### src/rtl/register_pkg.sv
// Shared constants and state encoding for the register stage and its serializer.
package register_pkg;

  localparam int unsigned DATA_WIDTH_DEF = 64;
  localparam int unsigned GAP_CNT_W      = 4;

  typedef enum logic [1:0] {
    IDLE  = 2'd0,
    SHIFT = 2'd1,
    GAP   = 2'd2
  } ser_state_e;

endpackage

### src/rtl/register_serializer_if.sv
// Upstream valid/ready word handshake plus framed bit-serial output of the serializer.
interface register_serializer_if
  import register_pkg::*;
#(
  parameter int unsigned DATA_WIDTH = DATA_WIDTH_DEF
);

  logic signed [DATA_WIDTH-1:0] input_port;
  logic                         in_valid;
  logic                         in_ready;
  logic                         ser_out;
  logic                         ser_frame;
  logic                         ser_last;
  logic                         busy;

  modport master (
    output input_port, in_valid,
    input  in_ready, ser_out, ser_frame, ser_last, busy
  );

  modport slave (
    input  input_port, in_valid,
    output in_ready, ser_out, ser_frame, ser_last, busy
  );

endinterface

### src/rtl/register_serializer.sv
// Parallel-in, serial-out transmitter: one framed bit per clock, optional idle gap between words.
module register_serializer
  import register_pkg::*;
#(
  parameter int unsigned DATA_WIDTH = DATA_WIDTH_DEF,
  parameter bit          MSB_FIRST  = 1'b1,
  parameter int unsigned GAP_CYCLES = 1
) (
  input  logic                  clk,
  input  logic                  rst,
  register_serializer_if.slave  bus
);

  localparam int unsigned CNT_W = $clog2(DATA_WIDTH);

  typedef logic [DATA_WIDTH-1:0] word_t;

  function automatic logic head_bit(input word_t w);
    return MSB_FIRST ? w[DATA_WIDTH-1] : w[0];
  endfunction

  function automatic word_t shift_out(input word_t w);
    return MSB_FIRST ? {w[DATA_WIDTH-2:0], 1'b0} : {1'b0, w[DATA_WIDTH-1:1]};
  endfunction

  ser_state_e           state_q, state_d;
  word_t                sreg_q, sreg_d;
  logic [CNT_W-1:0]     cnt_q, cnt_d;
  logic [GAP_CNT_W-1:0] gap_q, gap_d;
  logic                 out_q, out_d;
  logic                 frame_q, frame_d;
  logic                 last_q, last_d;
  logic                 in_ready;
  logic                 accept;

  always_ff @(posedge clk) begin
    if (rst) begin
      state_q <= IDLE;
      sreg_q  <= '0;
      cnt_q   <= '0;
      gap_q   <= '0;
      out_q   <= 1'b0;
      frame_q <= 1'b0;
      last_q  <= 1'b0;
    end else begin
      state_q <= state_d;
      sreg_q  <= sreg_d;
      cnt_q   <= cnt_d;
      gap_q   <= gap_d;
      out_q   <= out_d;
      frame_q <= frame_d;
      last_q  <= last_d;
    end
  end

  // The head bit is emitted on the load edge itself, so the shift register only holds
  // the bits still to go; the counter tracks the bit currently on the line.
  always_comb begin
    state_d = state_q;
    sreg_d  = sreg_q;
    cnt_d   = cnt_q;
    gap_d   = gap_q;
    out_d   = 1'b0;
    frame_d = 1'b0;
    last_d  = 1'b0;
    accept  = bus.in_valid && in_ready;

    if (accept) begin
      state_d = SHIFT;
      sreg_d  = shift_out(bus.input_port);
      cnt_d   = CNT_W'(DATA_WIDTH - 1);
      out_d   = head_bit(bus.input_port);
      frame_d = 1'b1;
    end else begin
      unique case (state_q)
        SHIFT: begin
          if (cnt_q != '0) begin
            sreg_d  = shift_out(sreg_q);
            cnt_d   = cnt_q - CNT_W'(1);
            out_d   = head_bit(sreg_q);
            frame_d = 1'b1;
            last_d  = (cnt_q == CNT_W'(1));
          end else if (GAP_CYCLES != 0) begin
            state_d = GAP;
            gap_d   = GAP_CNT_W'(GAP_CYCLES - 1);
          end else begin
            state_d = IDLE;
          end
        end
        GAP: begin
          if (gap_q == '0) state_d = IDLE;
          else             gap_d   = gap_q - GAP_CNT_W'(1);
        end
        default: ;
      endcase
    end
  end

  always_comb begin
    in_ready      = (state_q == IDLE) ||
                    ((GAP_CYCLES == 0) && (state_q == SHIFT) && (cnt_q == '0));
    bus.in_ready  = in_ready;
    bus.busy      = (state_q != IDLE);
    bus.ser_out   = out_q;
    bus.ser_frame = frame_q;
    bus.ser_last  = last_q;
  end

endmodule

### src/flat_wrapper.sv
// flat-port wrapper written by rule: the top's interface ports become plain ports
module register_serializer_flat import register_pkg::*;
#(
  parameter int unsigned DATA_WIDTH = DATA_WIDTH_DEF,
  parameter bit          MSB_FIRST  = 1'b1,
  parameter int unsigned GAP_CYCLES = 1
)
  (clk, rst, bus_input_port, bus_in_valid, bus_in_ready, bus_ser_out, bus_ser_frame, bus_ser_last, bus_busy);
  register_serializer_if #(.DATA_WIDTH(DATA_WIDTH)) bus_i ();
  input  logic clk;
  input  logic rst;
  input wire logic [$bits(bus_i.input_port)-1:0] bus_input_port;
  input wire logic [$bits(bus_i.in_valid)-1:0] bus_in_valid;
  output wire logic [$bits(bus_i.in_ready)-1:0] bus_in_ready;
  output wire logic [$bits(bus_i.ser_out)-1:0] bus_ser_out;
  output wire logic [$bits(bus_i.ser_frame)-1:0] bus_ser_frame;
  output wire logic [$bits(bus_i.ser_last)-1:0] bus_ser_last;
  output wire logic [$bits(bus_i.busy)-1:0] bus_busy;
  assign bus_i.input_port = bus_input_port;
  assign bus_i.in_valid = bus_in_valid;
  assign bus_in_ready = bus_i.in_ready;
  assign bus_ser_out = bus_i.ser_out;
  assign bus_ser_frame = bus_i.ser_frame;
  assign bus_ser_last = bus_i.ser_last;
  assign bus_busy = bus_i.busy;
  register_serializer #(.DATA_WIDTH(DATA_WIDTH), .MSB_FIRST(MSB_FIRST), .GAP_CYCLES(GAP_CYCLES)) u_core (.clk(clk), .rst(rst), .bus(bus_i));
endmodule
### config.mk
export PLATFORM = sky130hd
export DESIGN_NAME = register_serializer_flat
export DESIGN_NICKNAME = d
export VERILOG_FILES = /design/src/rtl/register_pkg.sv /design/src/rtl/register_serializer_if.sv /design/src/rtl/register_serializer.sv /design/src/flat_wrapper.sv
export SDC_FILE = /design/constraint.sdc
export NUM_CORES = 1
export LEC_CHECK = 0
export CAP_MARGIN = 20
export CORE_MARGIN = 2
export CORE_UTILIZATION = 35
export DETAILED_ROUTE_END_ITERATION = 8
export HOLD_SLACK_MARGIN = 0.12
export PLACE_DENSITY_LB_ADDON = 0.2
export SLEW_MARGIN = 20
export SYNTH_ARGS = -nofsm -noshare
export SYNTH_HDL_FRONTEND = slang
export SYNTH_SLANG_ARGS = --single-unit
export TNS_END_PERCENT = 10
### constraint.sdc
create_clock -name clk -period 2.75 [get_ports clk]
set_clock_uncertainty 0.1 [all_clocks]
set_input_delay 0.55 -clock clk [delete_from_list [all_inputs] [get_ports clk]]
set_output_delay 0.55 -clock clk [all_outputs]
set_load 0.01 [all_outputs]
======== Yosys cells after proc, flatten, opt, wreduce, memory -nomap -nowiden ========
Index checks and enable logic that the tools add are counted.
storage, ports and cells
  register bits after elaboration ......... 78
  input port bits ......................... 67
  output and inout port bits .............. 5
  word-level logic and storage cells ...... 55
cells by class
  add/sub/neg operators ................... 2
  equal/unequal tests ..................... 8
  muxes and demuxes ....................... 19
  bitwise gates (word level) .............. 3
  reduce and logical (&&, ||, !) cells .... 15
operators with widths
  operator                                                count
  2-to-1 mux 64 bit                                       3
  2-to-1 mux 6 bit                                        3
  2-to-1 mux 4 bit                                        2
  case mux 4 bit (2 select lines)                         1
  nonzero test 2 bit                                      4
  2-to-1 mux 1 bit                                        7
  == test 6 x 1 -> 1 bit (second input constant)          1
  AND reduction 3 bit                                     2
  nonzero test 6 bit                                      1
  subtractor 6 x 1 -> 6 bit (second input constant)       1
  logical NOT 4 bit                                       1
  2-to-1 mux 2 bit                                        2
  inequality test 2 bit (second input constant)           2
  case mux 2 bit (2 select lines)                         1
  AND reduction 4 bit                                     1
  OR reduction 4 bit                                      1
  subtractor 4 x 1 -> 4 bit (second input constant)       1
  inequality test 3 x 1 -> 1 bit (second input constant)  1
  inequality test 3 x 2 -> 1 bit (second input constant)  1
  NOT 1 bit                                               3
  nonzero test 3 bit                                      1
  == test 2 x 1 -> 1 bit (second input constant)          1
  == test 2 bit (second input constant)                   1
  logical NOT 2 bit                                       1
  other kinds (4)                                         4

======== Longest topological paths before layout ========
  depth in word-level cells ............... 4
  depth in mapped cells ................... 8
  depth with buffers taken out ............ 6

======== Worst setup path before layout ========
OpenSTA, ideal clock, no wires.
  path type ............................... register to register
  start point ............................. register u_core.cnt_q[0]
  end point ............................... register u_core.gap_q[0]
  arrival ................................. 1.825 ns
  required time ........................... 2.518 ns
  slack ................................... 0.693 ns
  cell stages (with the launch flop) ...... 9
  cell sequence ........................... dfxtp_1 > inv_1 > ha_1 > or4b_4 > o21a_1 > buf_2 > buf_2 > o31ai_1 > a21oi_1
on the way
  word-level cells in the longest chain between the ends .. 3
RTL lines
  what                                    RTL line                   RTL
  from (decl)                             register_serializer.sv:28  logic [CNT_W-1:0] cnt_q, cnt_d;
  from (signal assigned)                  register_serializer.sv:48  cnt_q <= cnt_d;
  nonzero test 6 bit                      register_serializer.sv:77  if (cnt_q != '0) begin
  inequality test 2 bit (no source line)  -
  AND reduction 4 bit (no source line)    -
  to (signal assigned)                    register_serializer.sv:49  gap_q <= gap_d;
  to (decl)                               register_serializer.sv:29  logic [GAP_CNT_W-1:0] gap_q, gap_d;
No other way between the ends.
A chain may end at the register's enable or synchronous reset.

======== Worst setup path after layout ========
  start point ............................. register u_core.cnt_q[0]
  end point ............................... register u_core.state_q[1]
on the way
  word-level cells in the longest chain between the ends .. 3
RTL lines
  what                                    RTL line                   RTL
  nonzero test 6 bit                      register_serializer.sv:77
  inequality test 2 bit (no source line)  -
  AND reduction 3 bit (no source line)    -
  to (signal assigned)                    register_serializer.sv:46  state_q <= state_d;
  to (decl)                               register_serializer.sv:26  ser_state_e state_q, state_d;
No other way between the ends.

==> metrics.md <==
| Metric | Value |
|---|---|
| Vias in the first global route | `2,820` |
| Psw | `0.00139 W` |
| Clock H-tree levels | `3` |
| Leading post-synthesis cells by cell area | `dfxtp_1 46%, nand2_1 14%, a31oi_1 11%` |
| Commonest cells in the synthesized netlist | `130 x nand2_1, 78 x dfxtp_1, 64 x o21ai_0` |
| Hold Path Origin | `u_core.sreg_q[58]` |
| Clock power share | `23.8%` |
| Total power | `0.00386 W` |
| CP max stage delay | `500 ps` |
| Unrepaired setup endpoints after global routing | `false` |
| F_max | `0.426 GHz` |
| Worst setup EP type | `flop` |
| Total die area | `0.0106 mm²` |
| Sequential cell area | `0.00156 mm²` |
| Sw frac | `36.0%` |
| Detailed Place HPWL | `4810 µm` |
| Synthesized cell area | `0.00343 mm²` |
| Port-buffer cells | `71` |
| Initial core utilization | `35.6%` |
| CP delay by family, top | `compound AO/OA/AOI/OAI gates` |
| Slew HR | `62.8%` |
| Mapped Cells | `447` |
| Final worst path period need | `2350 ps` |
| Critical path's slowest cell | `or4b_4` |
| Max Slew Vio Count | `0` |
| Hold Crit Class | `flop to flop` |
| Reg power frac | `41.9%` |
| Drt pass-1 iters | `4` |
| FF-to-FF End | `u_core.state_q[1]` |
| Final routed DRC violation total | `0` |
| Total CTS buffers | `9` |
| Actual slew at the worst max-slew pin | `557 ps` |
| Maximum VDD drop | `0.284 mV` |
| Distinct cell type count of the synthesized netlist | `36` |
| Worst path bufs/invs | `2` |
| Sequential share of the synthesized area | `45.5%` |
| Most common cell in the netlist | `nand2_1` |
| Cell row count | `36` |
| Multi-input logic area | `0.00168 mm²` |
| CP startpoint | `u_core.cnt_q[0]` |
| Total gr overflow | `0` |
| Mean post-synth cell area | `7.67 µm²` |
| CTS Sinks | `78` |
| Non-Filler Instances | `635` |
| WL/cell | `12.1 µm` |
| Number of hold buffers added after CTS | `0` |
| Worst reg2reg path depth | `7` |
| Antenna cells | `0` |
| CP Capture Point | `u_core.state_q[1]` |
| Synth top area share | `45.5%` |
| Clock Tree Buf Depth | `2` |
| Cells after DPL | `619` |
| CP Launch Type | `flop` |
| Resize count post-CTS | `0` |
| Run status | `finished, final reports clean` |
| Fin crit share | `85.4%` |
| Synth Register Bits | `78` |
| Number of synthesized flops with an enable pin | `0` |
| Power Internal | `0.00247 W` |
| Max-cap violations | `0` |
| Ys Warns | `0` |
| CTS tree | `yes` |
| Post-CTS Setup Inserts | `0` |
| Die height | `103 µm` |
| Crit path kind | `flop to flop` |
| Core Area | `0.00964 mm²` |
| Pin count of the biggest net entering global routing | `83` |
| Final TNS setup | `0 ps` |
| Max Fanout on Critical Path | `27` |
| Final hold viol count | `0` |
| P&R area growth vs syn | `29.4%` |
| DR vias/cell | `5.00` |
| Clock Latency Late Sink | `340 ps` |
| Static leakage power | `1.54 nW` |
| Gpl congestion | `0.781` |
| I/O pins | `72` |
| Final Setup Violations | `0` |
| Critical Path RT | `2860 ps` |
| Comb pwr share | `34.3%` |
| Vias after detailed routing | `3,172` |
| Synth Flop Type | `dfxtp_1` |
| Worst r2r src | `u_core.cnt_q[0]` |
| Post-Syn Nets | `522` |
| Nets | `572` |
| Clock transition at path regs | `80 ps` |
| Drt total wl | `7670 µm` |
| Arrival @ worst endpoint | `2460 ps` |
| Pwr per Cell Area | `870 mW/mm²` |
| Initial antenna violation count | `0` |
| Async SR Flop Fraction | `0%` |
| Filler instances | `994` |
| Reg2Reg Setup Slack | `400 ps` |
| Root cell of the clock tree | `clkbuf_8` |
| DRT antenna net count | `0` |
| First-pass GRT wire length | `12,700 µm` |
| DIE WIDTH | `103 µm` |
| Levels on crit path | `7` |
| CP cell instances | `inv_1 > ha_1 > or4b_4 > o21a_2 > buf_4 > o31ai_1 > a211oi_1` |
| Starting DRT DRC Count | `150` |
| GRT Resource Usage Total | `14.9%` |
| Area leader, netlist | `dfxtp_1` |
| Layout cells sized above 1 | `5.98%` |
==> worst min-delay path, stage by stage, from the launching register on <==
cell	delay [ps]
dfxtp_1	310
nand2_1	50
a31oi_1	60
==> sequential cells by signal, indices dropped and copies added, names as in the netlist <==
| name | count |
|---|---|
| u_core.bus.ser_frame | 1 |
| u_core.bus.ser_last | 1 |
| u_core.bus.ser_out | 1 |
| u_core.cnt_q | 6 |
| u_core.gap_q | 4 |
| u_core.sreg_q | 63 |
| u_core.state_q | 2 |
==> through the flow <==
step	worst slack, ps	hold WS (ps)	util, %	instance area (µm²)
2_1_floorplan	693	348	-	3430
3_3_place_gp	431	358	43.8	4220
3_5_place_dp	395	362	43.8	4220
4_1_cts	382	371	46.0	4440
5_1_grt	209	391	46.0	4440
6_report	400	372	46.0	4440
==> power by group through the flow <==
stage          logic (W)  registers (W)  clock network [W]
6_report         0.00132        0.00162           0.000920
5_1_grt          0.00151        0.00166           0.000989
4_1_cts          0.00135        0.00162           0.000950
3_5_place_dp     0.00134        0.00164                  0
3_3_place_gp     0.00133        0.00163                  0
2_1_floorplan   0.000995        0.00160                  0
==> how the worst min path moves through the flow <==
| stage | to | depth (start not counted) |
|---|---|---|
| after global routing | u_core.sreg_q[31] | 2 |
| after floorplan | u_core.bus.ser_out | 2 |
| after global placement | u_core.sreg_q[8] | 2 |
| final | u_core.sreg_q[59] | 2 |
| after detailed placement | u_core.sreg_q[1] | 2 |
| after CTS | u_core.sreg_q[59] | 2 |
==> cells in the final DEF (no fill, tap or decap), types with 2 or more instances in the layout <==
master	n
a211oi_1	2
a21oi_1	12
a31oi_1	62
buf_4	7
bufinv_16	2
clkbuf_8	9
clkdlybuf4s50_1	71
clkinv_2	2
dfxtp_1	78
ha_1	8
inv_1	9
mux2i_1	2
nand2_1	129
nand3_1	4
nor2_1	4
nor3_1	5
o21ai_0	64
o31ai_1	2
or3_1	6
or4_1	2
==> cell type report <==
| type | count | share of cell area [%] |
|---|---|---|
| clock buffer | 10 | 2.88 |
| clock inverter | 6 | 1.95 |
| inverter | 9 | 0.761 |
| multi-input combinational | 320 | 37.8 |
| sequential | 78 | 35.2 |
| tap | 133 | 3.75 |
| timing repair buffer | 79 | 17.6 |
==> cell families (layout without fill, tap and decap cells) <==
family,after synthesis,after routing,synth area share [%]
buffers and inverters,49,104,6.09
AND/OR/NAND/NOR,159,159,19.4
XOR/XNOR,1,1,0.255
AO/OA/AOI/OAI,150,150,25.2
adder cells (fa/ha/maj),8,8,2.92
flip-flops,78,78,45.5
multiplexers,2,2,0.584
==> metal layers <==
layer	wire, µm	vias up	GRT usage (%)
met5	0	-	0
met3	287	11	2.64
met4	130	0	6.38
met1	3920	1433	20.6
li1	-	1662	-
met2	3340	66	22.8
Note: power is estimated with default switching activity, not from simulation.
